--- config.mk ---
export PLATFORM = sky130hd
export DESIGN_NAME = uart_tx_arbiter
export DESIGN_NICKNAME = d
export VERILOG_FILES = /design/src/rtl/uart_tx_arbiter.sv
export SDC_FILE = /design/constraint.sdc
export NUM_CORES = 1
export LEC_CHECK = 0
export ABC_AREA = 1
export CAP_MARGIN = 30
export CORE_ASPECT_RATIO = 0.7
export CORE_UTILIZATION = 44
export CTS_CLUSTER_SIZE = 10
export DETAILED_ROUTE_END_ITERATION = 7
export PLACE_DENSITY_LB_ADDON = 0.2
export SLEW_MARGIN = 20
export SYNTH_ARGS = -nofsm -noshare
export SYNTH_HDL_FRONTEND = slang
export SYNTH_SLANG_ARGS = --single-unit
--- constraint.sdc ---
create_clock -name i_clk -period 2.7 [get_ports i_clk]
set_input_delay 0.675 -clock i_clk [delete_from_list [all_inputs] [get_ports i_clk]]
set_output_delay 0.675 -clock i_clk [all_outputs]
set_load 0.02 [all_outputs]
--- src/rtl/uart_tx_arbiter.sv ---
// Round-robin arbiter sharing one UART_TX between N_REQ byte-stream requesters,
// with optional packet lock. Define UART_TXARB_WDOG_EN to enable the launch watchdog.
module uart_tx_arbiter #(
  parameter int unsigned N_REQ       = 4,
  parameter bit          PKT_LOCK    = 1'b1,
  parameter int unsigned WDOG_CYCLES = 2000000
) (
  input  logic               i_clk,
  input  logic               i_areset,
  input  logic [N_REQ-1:0]   i_req_valid,
  input  logic [N_REQ*8-1:0] i_req_data,
  input  logic [N_REQ-1:0]   i_req_last,
  output logic [N_REQ-1:0]   o_req_ready,
  output logic [N_REQ-1:0]   o_grant,
  output logic               o_tx_start,
  output logic [7:0]         o_tx_data,
  input  logic               i_tx_done,
  output logic               o_busy,
  output logic               o_err
);

  localparam int unsigned IDX_W = (N_REQ > 2) ? $clog2(N_REQ) : 1;

  if (N_REQ < 2 || N_REQ > 8) begin : g_bad_n_req
    $error("uart_tx_arbiter: N_REQ must be in 2..8");
  end
  if (WDOG_CYCLES < 1) begin : g_bad_wdog
    $error("uart_tx_arbiter: WDOG_CYCLES must be at least 1");
  end

  typedef enum logic [1:0] {
    ST_IDLE,
    ST_LAUNCH,
    ST_WAIT_DONE
  } state_e;

  state_e             state_q,   state_d;
  logic               tx_start_q, tx_start_d;
  logic [7:0]         tx_data_q, tx_data_d;
  logic [N_REQ-1:0]   grant_q,   grant_d;
  logic               lock_q,    lock_d;
  logic               last_q,    last_d;
  logic [IDX_W-1:0]   rr_ptr_q,  rr_ptr_d;
  logic [IDX_W-1:0]   owner_q,   owner_d;
`ifdef UART_TXARB_WDOG_EN
  logic [31:0]        wdog_q,    wdog_d;
  logic               err_q,     err_d;
`endif

  logic [N_REQ-1:0]   cand;
  logic               win_found;
  logic [IDX_W-1:0]   win_idx;
  logic [IDX_W-1:0]   scan_idx;
  logic [N_REQ-1:0]   win_onehot;
  logic [7:0]         win_data;
  logic [IDX_W-1:0]   owner_nxt;
  logic               xfer;

  // Rotating search from rr_ptr; a held lock narrows candidates to the owner.
  always_comb begin
    cand      = lock_q ? (i_req_valid & grant_q) : i_req_valid;
    win_found = 1'b0;
    win_idx   = '0;
    scan_idx  = rr_ptr_q;
    for (int unsigned i = 0; i < N_REQ; i++) begin
      if (!win_found && cand[scan_idx]) begin
        win_found = 1'b1;
        win_idx   = scan_idx;
      end
      scan_idx = (scan_idx == IDX_W'(N_REQ - 1)) ? '0 : scan_idx + 1'b1;
    end
  end

  always_comb begin
    win_onehot = '0;
    win_data   = '0;
    for (int unsigned i = 0; i < N_REQ; i++) begin
      if (IDX_W'(i) == win_idx) begin
        win_onehot[i] = 1'b1;
        win_data      = i_req_data[8*i +: 8];
      end
    end
  end

  assign owner_nxt   = (owner_q == IDX_W'(N_REQ - 1)) ? '0 : owner_q + 1'b1;
  assign o_req_ready = (state_q == ST_IDLE && i_tx_done && win_found) ? win_onehot : '0;
  assign xfer        = |(i_req_valid & o_req_ready);

  always_comb begin
    state_d    = state_q;
    tx_start_d = tx_start_q;
    tx_data_d  = tx_data_q;
    grant_d    = grant_q;
    lock_d     = lock_q;
    last_d     = last_q;
    rr_ptr_d   = rr_ptr_q;
    owner_d    = owner_q;
`ifdef UART_TXARB_WDOG_EN
    wdog_d     = wdog_q;
    err_d      = 1'b0;
`endif
    unique case (state_q)
      ST_IDLE: begin
        if (xfer) begin
          tx_data_d  = win_data;
          last_d     = i_req_last[win_idx];
          grant_d    = win_onehot;
          owner_d    = win_idx;
          tx_start_d = 1'b1;
          state_d    = ST_LAUNCH;
`ifdef UART_TXARB_WDOG_EN
          wdog_d     = '0;
`endif
        end
      end
      ST_LAUNCH: begin
        if (!i_tx_done) begin
          tx_start_d = 1'b0;
          state_d    = ST_WAIT_DONE;
        end
`ifdef UART_TXARB_WDOG_EN
        // Transmitter never acknowledged: drop the byte and release the channel.
        else if (wdog_q == WDOG_CYCLES - 1) begin
          tx_start_d = 1'b0;
          err_d      = 1'b1;
          lock_d     = 1'b0;
          grant_d    = '0;
          rr_ptr_d   = owner_nxt;
          state_d    = ST_IDLE;
        end else begin
          wdog_d     = wdog_q + 32'd1;
        end
`endif
      end
      ST_WAIT_DONE: begin
        if (i_tx_done) begin
          state_d = ST_IDLE;
          if (PKT_LOCK && !last_q) begin
            lock_d = 1'b1;
          end else begin
            lock_d   = 1'b0;
            grant_d  = '0;
            rr_ptr_d = owner_nxt;
          end
        end
      end
      default: state_d = ST_IDLE;
    endcase
  end

  always_ff @(posedge i_clk or posedge i_areset) begin
    if (i_areset) begin
      state_q    <= ST_IDLE;
      tx_start_q <= 1'b0;
      tx_data_q  <= '0;
      grant_q    <= '0;
      lock_q     <= 1'b0;
      last_q     <= 1'b0;
      rr_ptr_q   <= '0;
      owner_q    <= '0;
`ifdef UART_TXARB_WDOG_EN
      wdog_q     <= '0;
      err_q      <= 1'b0;
`endif
    end else begin
      state_q    <= state_d;
      tx_start_q <= tx_start_d;
      tx_data_q  <= tx_data_d;
      grant_q    <= grant_d;
      lock_q     <= lock_d;
      last_q     <= last_d;
      rr_ptr_q   <= rr_ptr_d;
      owner_q    <= owner_d;
`ifdef UART_TXARB_WDOG_EN
      wdog_q     <= wdog_d;
      err_q      <= err_d;
`endif
    end
  end

  assign o_tx_start = tx_start_q;
  assign o_tx_data  = tx_data_q;
  assign o_grant    = grant_q;
  assign o_busy     = (state_q != ST_IDLE) | lock_q;
`ifdef UART_TXARB_WDOG_EN
  assign o_err      = err_q;
`else
  assign o_err      = 1'b0;
`endif

endmodule
==> impl_results.md, run 1 <==
- Slowest stage delay, CP: 0.42 ns
- RR Startpoint: rr_ptr_q[0]
- CTS tree: done
- Ratio of final minimum period to clock period: 1.09
- Library cells used by synthesis: 26
- Die Height: 52.7 um
- Initial DRC count: 122
- EDFF count, synth: 0
- Initial core utilization: 0.460
- RR Endpoint: o_tx_data[3]
- IO Port Bufs: 60
- Global-route wire length before repair: 8020 um
- Placement Setup Slack: -0.829 ns
- Vias/cell: 4.93
- R2R Setup Slk: -0.20 ns
- Commonest non-fill, non-tap cell in the layout: nand2_1
- Max-slew violation count: 0
- Status: finished with violations
- Worst Slack Setup Final: -0.252 ns
- Layout cell share with drive strength beyond 1: 0.306
- Ant diodes: 0
- Mapped Area: 1620 sq um
- Number of max-cap violations: 0
- Worst-path clk slew: 0.08 ns
- Seq/Total Area, Yosys: 0.325
- Max_slew headroom: 0.482
- P&R area growth vs syn: 71.3%
- H-tree depth: 1
- Detailed Route WL: 5420 um
- Final Setup Violations: 6
- Worst EP required: 2.03 ns
- ANT nets after route: 0
- Fill count: 268
- Setup crit start kind: flop
- Syn Inst Count: 238
- Pre-antenna DRT Iters: 5
- Fin Clk Skew: 0.00116 ns
- Horiz. Die Dim: 74.4 um
- Avg Inst Size Synth: 6.79 sq um
- # IOs: 62
- Initial antenna violation count: 0
- Rows: 18
- Cell mode on critical path: nor2_4
- Clock net sink count: 21
- Synth Flop Type: dfrtp_1
- Synthesized flop and latch total: 21
- Unrepaired setup endpoints after global routing: true
- Critical Path Source: rr_ptr_q[0]
- Core area: 3510 sq um
- Final Cell Area: 2770 sq um
- Violated checks: setup timing
- Via count: 1986
- Register area: 526 sq um
- Nets@finish: 399
- Max Root-Sink Buffers: 2
- Vias in the first global route: 1723
- Clock Latency Late Sink: 0.26 ns
- Period minus WS final: 2.95 ns
- Worst Setup EP: o_req_ready[2]
- Critical-path top delay cell: dfrtp_1
- Register-to-Register Path Depth: 22
- CTS root buffer: clkbuf_8
- Die ar.: 3920 sq um
- Fmax achieved: 339 MHz
- Num CTS Buffers: 3
- Commonest cells after routing, fill and taps aside: nand2_1 (79), buf_4 (61), clkdlybuf4s50_1 (52), nand3_1 (37), dfrtp_1 (21)
- Fin Setup TNS: -1.31 ns
- Hold buffers post-CTS: 0
- WL per Instance: 13.4 um
- Min-delay worst type: reg2reg
- Final Hold Violating Endpoints: 0
- Area after DPL: 2480 sq um
- Total gr overflow: 0
- Largest net degree at the start of global routing: 22
- Setup Crit Path Kind: reg2out
- Crit Path Max Fanout: 5
- Multi-input logic area: 1000 sq um
- Crit path arrival time: 2.28 ns
- Crit-path cells: ha_4 > buf_6 > buf_4 > nand2_2 > nand2_4 > nor2_4 > nand3_2 > inv_2 > nor2_4 > nor2_4 > inv_2 > nor2_2 > buf_4
- Post-Syn Nets: 283
- Aggregate global-route resource usage: 0.275
- Crit. End Element: output pin
- Final GP Congestion: 0.919
- Post-DP HPWL: 3810 um
- Ys Warns: 0
- Slew @ Worst Pin: 0.776 ns
- DRC viols: 0
- Async set or reset register ratio after synthesis: 1.00
metrics by stage:
step                std cells  utilization  hold slack, ns
CTS                       399        0.774           0.489
floorplan                 238            -           0.449
finish                    403        0.788           0.485
global route              403        0.788           0.513
detailed placement        376        0.705           0.469
global placement          376        0.705           0.463
critical path: cells and delay by family, from the launching register on:
family,cells,cell delay [ns]
AND/OR/NAND/NOR,7,0.75
buffers and inverters,5,0.54
flip-flops,1,0.42
adder cells (fa/ha/maj),1,0.29
repair_timing:
item	CTS	global route
endpoints found under the setup margin	4	6
gates cloned	0	0
resized for setup	46	5
pin swaps	21	8
setup buffers	19	4
synthesized netlist by cell type (all sizes together), types with 2 or more instances:
cell type | n | area (sq um)
a21oi | 2 | 10.0
buf | 8 | 73.8
dfrtp | 21 | 526
ha | 2 | 25.0
inv | 24 | 90.1
nand2 | 92 | 373
nand3 | 45 | 250
nand4 | 10 | 62.6
nor2 | 19 | 118
o21ai | 5 | 25.0
o22ai | 4 | 25.0
layer usage:
layer  GRT usage  vias up  part of all wire
li1            -      998                 -
met1       0.417      929              0.48
met2       0.423       54              0.46
met3      0.0231        5             0.044
met4      0.0472        0            0.0083
met5           0        -                 0
area by class of cell:
cell class / instances / share of cell area
Sequential cell: 21 / 0.190
Clock inverter: 1 / 0.00181
Clock buffer: 3 / 0.0149
Timing Repair Buffer: 119 / 0.374
Inverter: 25 / 0.0357
Tap cell: 50 / 0.0226
Multi-Input combinational cell: 184 / 0.361
state kept, by name, indices dropped and copies added, names as in the netlist:
name and flops:
last_q 1, lock_q 1, o_grant 4, o_tx_data 8
o_tx_start 1, owner_q 2, rr_ptr_q 2, state_q 2
how the worst min path moves through the flow:
stage                            start           end  slack (ns)  depth (start not counted)
after global placement    o_tx_data[3]  o_tx_data[3]        0.46                          2
after CTS                 o_tx_data[4]  o_tx_data[4]        0.49                          2
final                     o_tx_data[4]  o_tx_data[4]        0.48                          2
after detailed placement  o_tx_data[4]  o_tx_data[4]        0.47                          2
after global routing        owner_q[0]   rr_ptr_q[0]        0.51                          1
after floorplan                 last_q        last_q        0.45                          2
kinds of logic (layout without fill, tap and decap cells):
group | Yosys count | count (layout) | share of synthesized area
AO/OA/AOI/OAI | 13 | 13 | 0.0464
XOR/XNOR | 1 | 1 | 0.00542
adder cells (fa/ha/maj) | 2 | 2 | 0.0155
buffers and inverters | 33 | 148 | 0.104
flip-flops | 21 | 21 | 0.325
other | 1 | 1 | 0.00232
AND/OR/NAND/NOR | 167 | 167 | 0.502
Power of run 1 is not shown: default switching activity piles up to over one toggle a cycle in this logic, so the estimate is an artifact.
==> run 2, diff against run 1 <==
--- a/config.mk
+++ b/config.mk
@@ -7,6 +7,4 @@
 export LEC_CHECK = 0
-export ABC_AREA = 1
 export CAP_MARGIN = 30
-export CORE_ASPECT_RATIO = 0.7
-export CORE_UTILIZATION = 44
+export CORE_UTILIZATION = 43
 export CTS_CLUSTER_SIZE = 10
--- a/constraint.sdc
+++ b/constraint.sdc
@@ -3,2 +3,2 @@
 set_output_delay 0.675 -clock i_clk [all_outputs]
-set_load 0.02 [all_outputs]
+set_load 0.05 [all_outputs]
==> run 2 against run 1 <==
Against the previous run: the flow still finishes with violations (setup timing); hold slack gained 0.025 ns; synthesized cell count fell by 36%; critical path depth is 5 lower; register-to-register slack better by 0.39 ns.
==> impl_results.md, run 2 <==
- Initial antenna violation count: 0 (unchanged)
- Setup Crit Path Kind: reg2out
- Number of max-cap violations: 0 (unchanged)
- Cells after DPL: 277 (-26%)
- CTS tree: done
- Die Height: 61.9 um (+17%)
- Area leader, netlist: dfrtp_1
- Fin Clk Skew: 0.00196 ns (+0.000797 ns)
- P&R area growth vs syn: 68.0%
- Die ar.: 3830 sq um (-2.5%)
- Synth Flop Type: dfrtp_1
- Busiest layer in global routing: met2
- Total gr overflow: 0 (unchanged)
- Share of Yosys cell area claimed by the top area cell type: 0.341 (+0.0161)
- Final GP Congestion: 1.04 (+14%)
- Crit path buf inv count: 2 (-3)
- Unrepaired setup endpoints after global routing: true
- Maximum vdd drop: 896 uV
- Horiz. Die Dim: 61.9 um (-17%)
- Rows: 21 (+3)
- Placement Setup Slack: -0.674 ns (+0.155 ns)
- Hold buffers post-CTS: 0 (unchanged)
- Final Non-Filler Cells: 289 (-28%)
- # IOs: 62 (unchanged)
- Crit Path Max Fanout: 6 (+1)
- Synth cell count leaders: dfrtp_1 (21), mux2i_1 (19), nor2_1 (14)
- Max-slew violation count: 0 (unchanged)
- Layout cell share with drive strength beyond 1: 0.350 (+0.0438)
- Post-Syn Nets: 197 (-30%)
- Delay-heaviest family, CP: simple AND/OR/NAND/NOR gates
- Met1 Use GR: 0.255 (-0.162)
- Synthesized flop and latch total: 21 (unchanged)
- Period minus WS final: 3.09 ns (+0.134 ns)
- DRC viols: 0 (unchanged)
- Slowest stage delay, CP: 0.43 ns (about the same)
- WL per Instance: 15.7 um (+17%)
- Setup crit start kind: flop
- Global-route wire length before repair: 6860 um (-15%)
- Ratio of final minimum period to clock period: 1.14 (+0.0495)
- ANT nets after route: 0 (unchanged)
- Min-delay worst type: reg2reg
- Initial DRC count: 96 (-21%)
- Max reg flops: 8 (unchanged)
- Ant diodes: 0 (unchanged)
- Initial core utilization: 0.454 (-0.00570)
- Avg Inst Size Synth: 10.1 sq um (+49%)
- Vias in the first global route: 1546 (-10%)
- Largest net degree at the start of global routing: 15 (-32%)
- Post-DP HPWL: 3560 um (-6.5%)
- Mapped Area: 1540 sq um (-4.7%)
- Violated checks: setup timing
- Max Root-Sink Buffers: 2 (unchanged)
- Via count: 1591 (-20%)
- Clock net sink count: 21 (unchanged)
- Hold depth: 1 (-1)
- Most common cell in the netlist: dfrtp_1
- Ys Warns: 0 (unchanged)
- Async set or reset register ratio after synthesis: 1.00 (unchanged)
- Aggregate global-route resource usage: 0.249 (-0.0257)
- CTS root buffer: clkbuf_4
- Crit-path cells: ha_4 > or3b_4 > a32o_1 > o221ai_2 > a22oi_4 > buf_6 > nor3b_4 > buf_12
- Core area: 3390 sq um (-3.5%)
- Worst-path clk slew: 0.12 ns (+0.04 ns)
- Library cells used by synthesis: 43 (+65%)
- Area contributors post-synth: dfrtp_1 (34%), mux2i_1 (12%), mux2_2 (5.8%)
- Vias/cell: 5.51 (+12%)
- M3 GR Usage: 0.0455 (+0.0225)
- R2R Setup Slk: 0.19 ns (+0.39 ns)
- Fill count: 237 (-12%)
- H-tree depth: 1 (unchanged)
- Commonest cells after routing, fill and taps aside: clkdlybuf4s50_1 (52), buf_4 (32), mux2i_1 (19), dfrtp_1 (16), nor2_1 (13)
- Commonest non-fill, non-tap cell in the layout: clkdlybuf4s50_1
- Pre-antenna DRT Iters: 4 (-1)
- Max_slew headroom: 0.635 (+0.154)
- Final Hold Violating Endpoints: 0 (unchanged)
- Clock Latency Late Sink: 0.30 ns (+0.04 ns)
- Detailed Route WL: 4550 um (-16%)
- Syn Inst Count: 152 (-36%)
- Grt met2 use: 0.495 (+0.0712)
- EDFF count, synth: 0 (unchanged)
- Nets@finish: 289 (-28%)
- Status: finished with violations
- Register-to-Register Path Depth: 10 (-55%)
- Fin Setup TNS: -1.51 ns (-0.205 ns)
- Worst path depth: 8 (-5)
- Critical-path top delay cell: dfrtp_1
- Worst Slack Setup Final: -0.385 ns (-0.134 ns)
- Seq/Total Area, Yosys: 0.341 (+0.0161)
- Slew @ Worst Pin: 0.546 ns (-0.230 ns)
- Final Setup Violations: 4 (-2)
- Num CTS Buffers: 3 (unchanged)
- Worst EP required: 2.03 ns (about the same)
- IO Port Bufs: 60 (unchanged)
- PwrDens: 1530 nW/um^2
- Crit. End Element: output pin
- Static Leak: 1.12 nW
- Fmax achieved: 324 MHz (-4.3%)
- Crit path arrival time: 2.41 ns (+0.13 ns)
==> run 2: layout make-up <==
class,instances,area [sq um],share of cell area
clock buffers,4,26.3,0.0102
inverters,5,18.8,0.00725
multi-input cells,119,1040,0.403
flip-flops and latches,21,532,0.206
well taps,46,57.6,0.0222
repair buffers,94,910,0.352
==> run 2: worst paths after layout <==
| kind | start | end |
|---|---|---|
| setup / recovery | rr_ptr_q[1] | o_req_ready[0] |
| hold / removal | owner_q[0] | rr_ptr_q[0] |
| setup reg to reg | rr_ptr_q[1] | o_tx_data[2] |
| hold reg to reg | owner_q[0] | rr_ptr_q[0] |
| max in group asynchronous | i_areset | o_tx_data[3] |
| min in group asynchronous | i_areset | o_grant[2] |
==> run 2: kinds of logic after synthesis <==
| group | count (synthesis) | synth area share |
|---|---|---|
| AO/OA/AOI/OAI | 41 | 0.208 |
| XOR/XNOR | 1 | 0.00569 |
| adder cells (fa/ha/maj) | 2 | 0.0162 |
| buffers and inverters | 12 | 0.0463 |
| flip-flops | 21 | 0.341 |
| multiplexers | 32 | 0.231 |
| other | 1 | 0.00243 |
| AND/OR/NAND/NOR | 42 | 0.149 |
==> run 2: where the power goes <==
part / leakage [nW] / internal [W] / switching (W)
combinational: 0.866 / 0.00160 / 0.00159
sequential: 0.240 / 0.000469 / 0.000148
clock: 0.0150 / 0.0000576 / 0.0000975
total: 1.12 / 0.00212 / 0.00183
==> run 2: stage by stage <==
step                      power, W  hold slack (ns)  instance area (sq um)   util
after detailed placement   0.00358            0.490                   2470  0.728
after CTS                  0.00390            0.506                   2570  0.759
final                      0.00395            0.510                   2590  0.763
after global routing       0.00416            0.528                   2590  0.763
after floorplan            0.00264            0.456                   1620      -
after global placement     0.00348            0.478                   2470  0.728
==> run 2: metal layers <==
metal  part of all wire  vias up
met4             0.0079        0
met3              0.057        6
met1               0.37      780
li1                   -      745
met2               0.56       60
met5                  0        -
==> run 2: timing repair <==
item	CTS	global route
gates resized for setup	16	0
pin swaps	9	6
hold endpoints to repair	0	0
setup endpoints to repair	5	4
setup buffers	6	2
No activity file was read; power rests on OpenSTA's default activity.
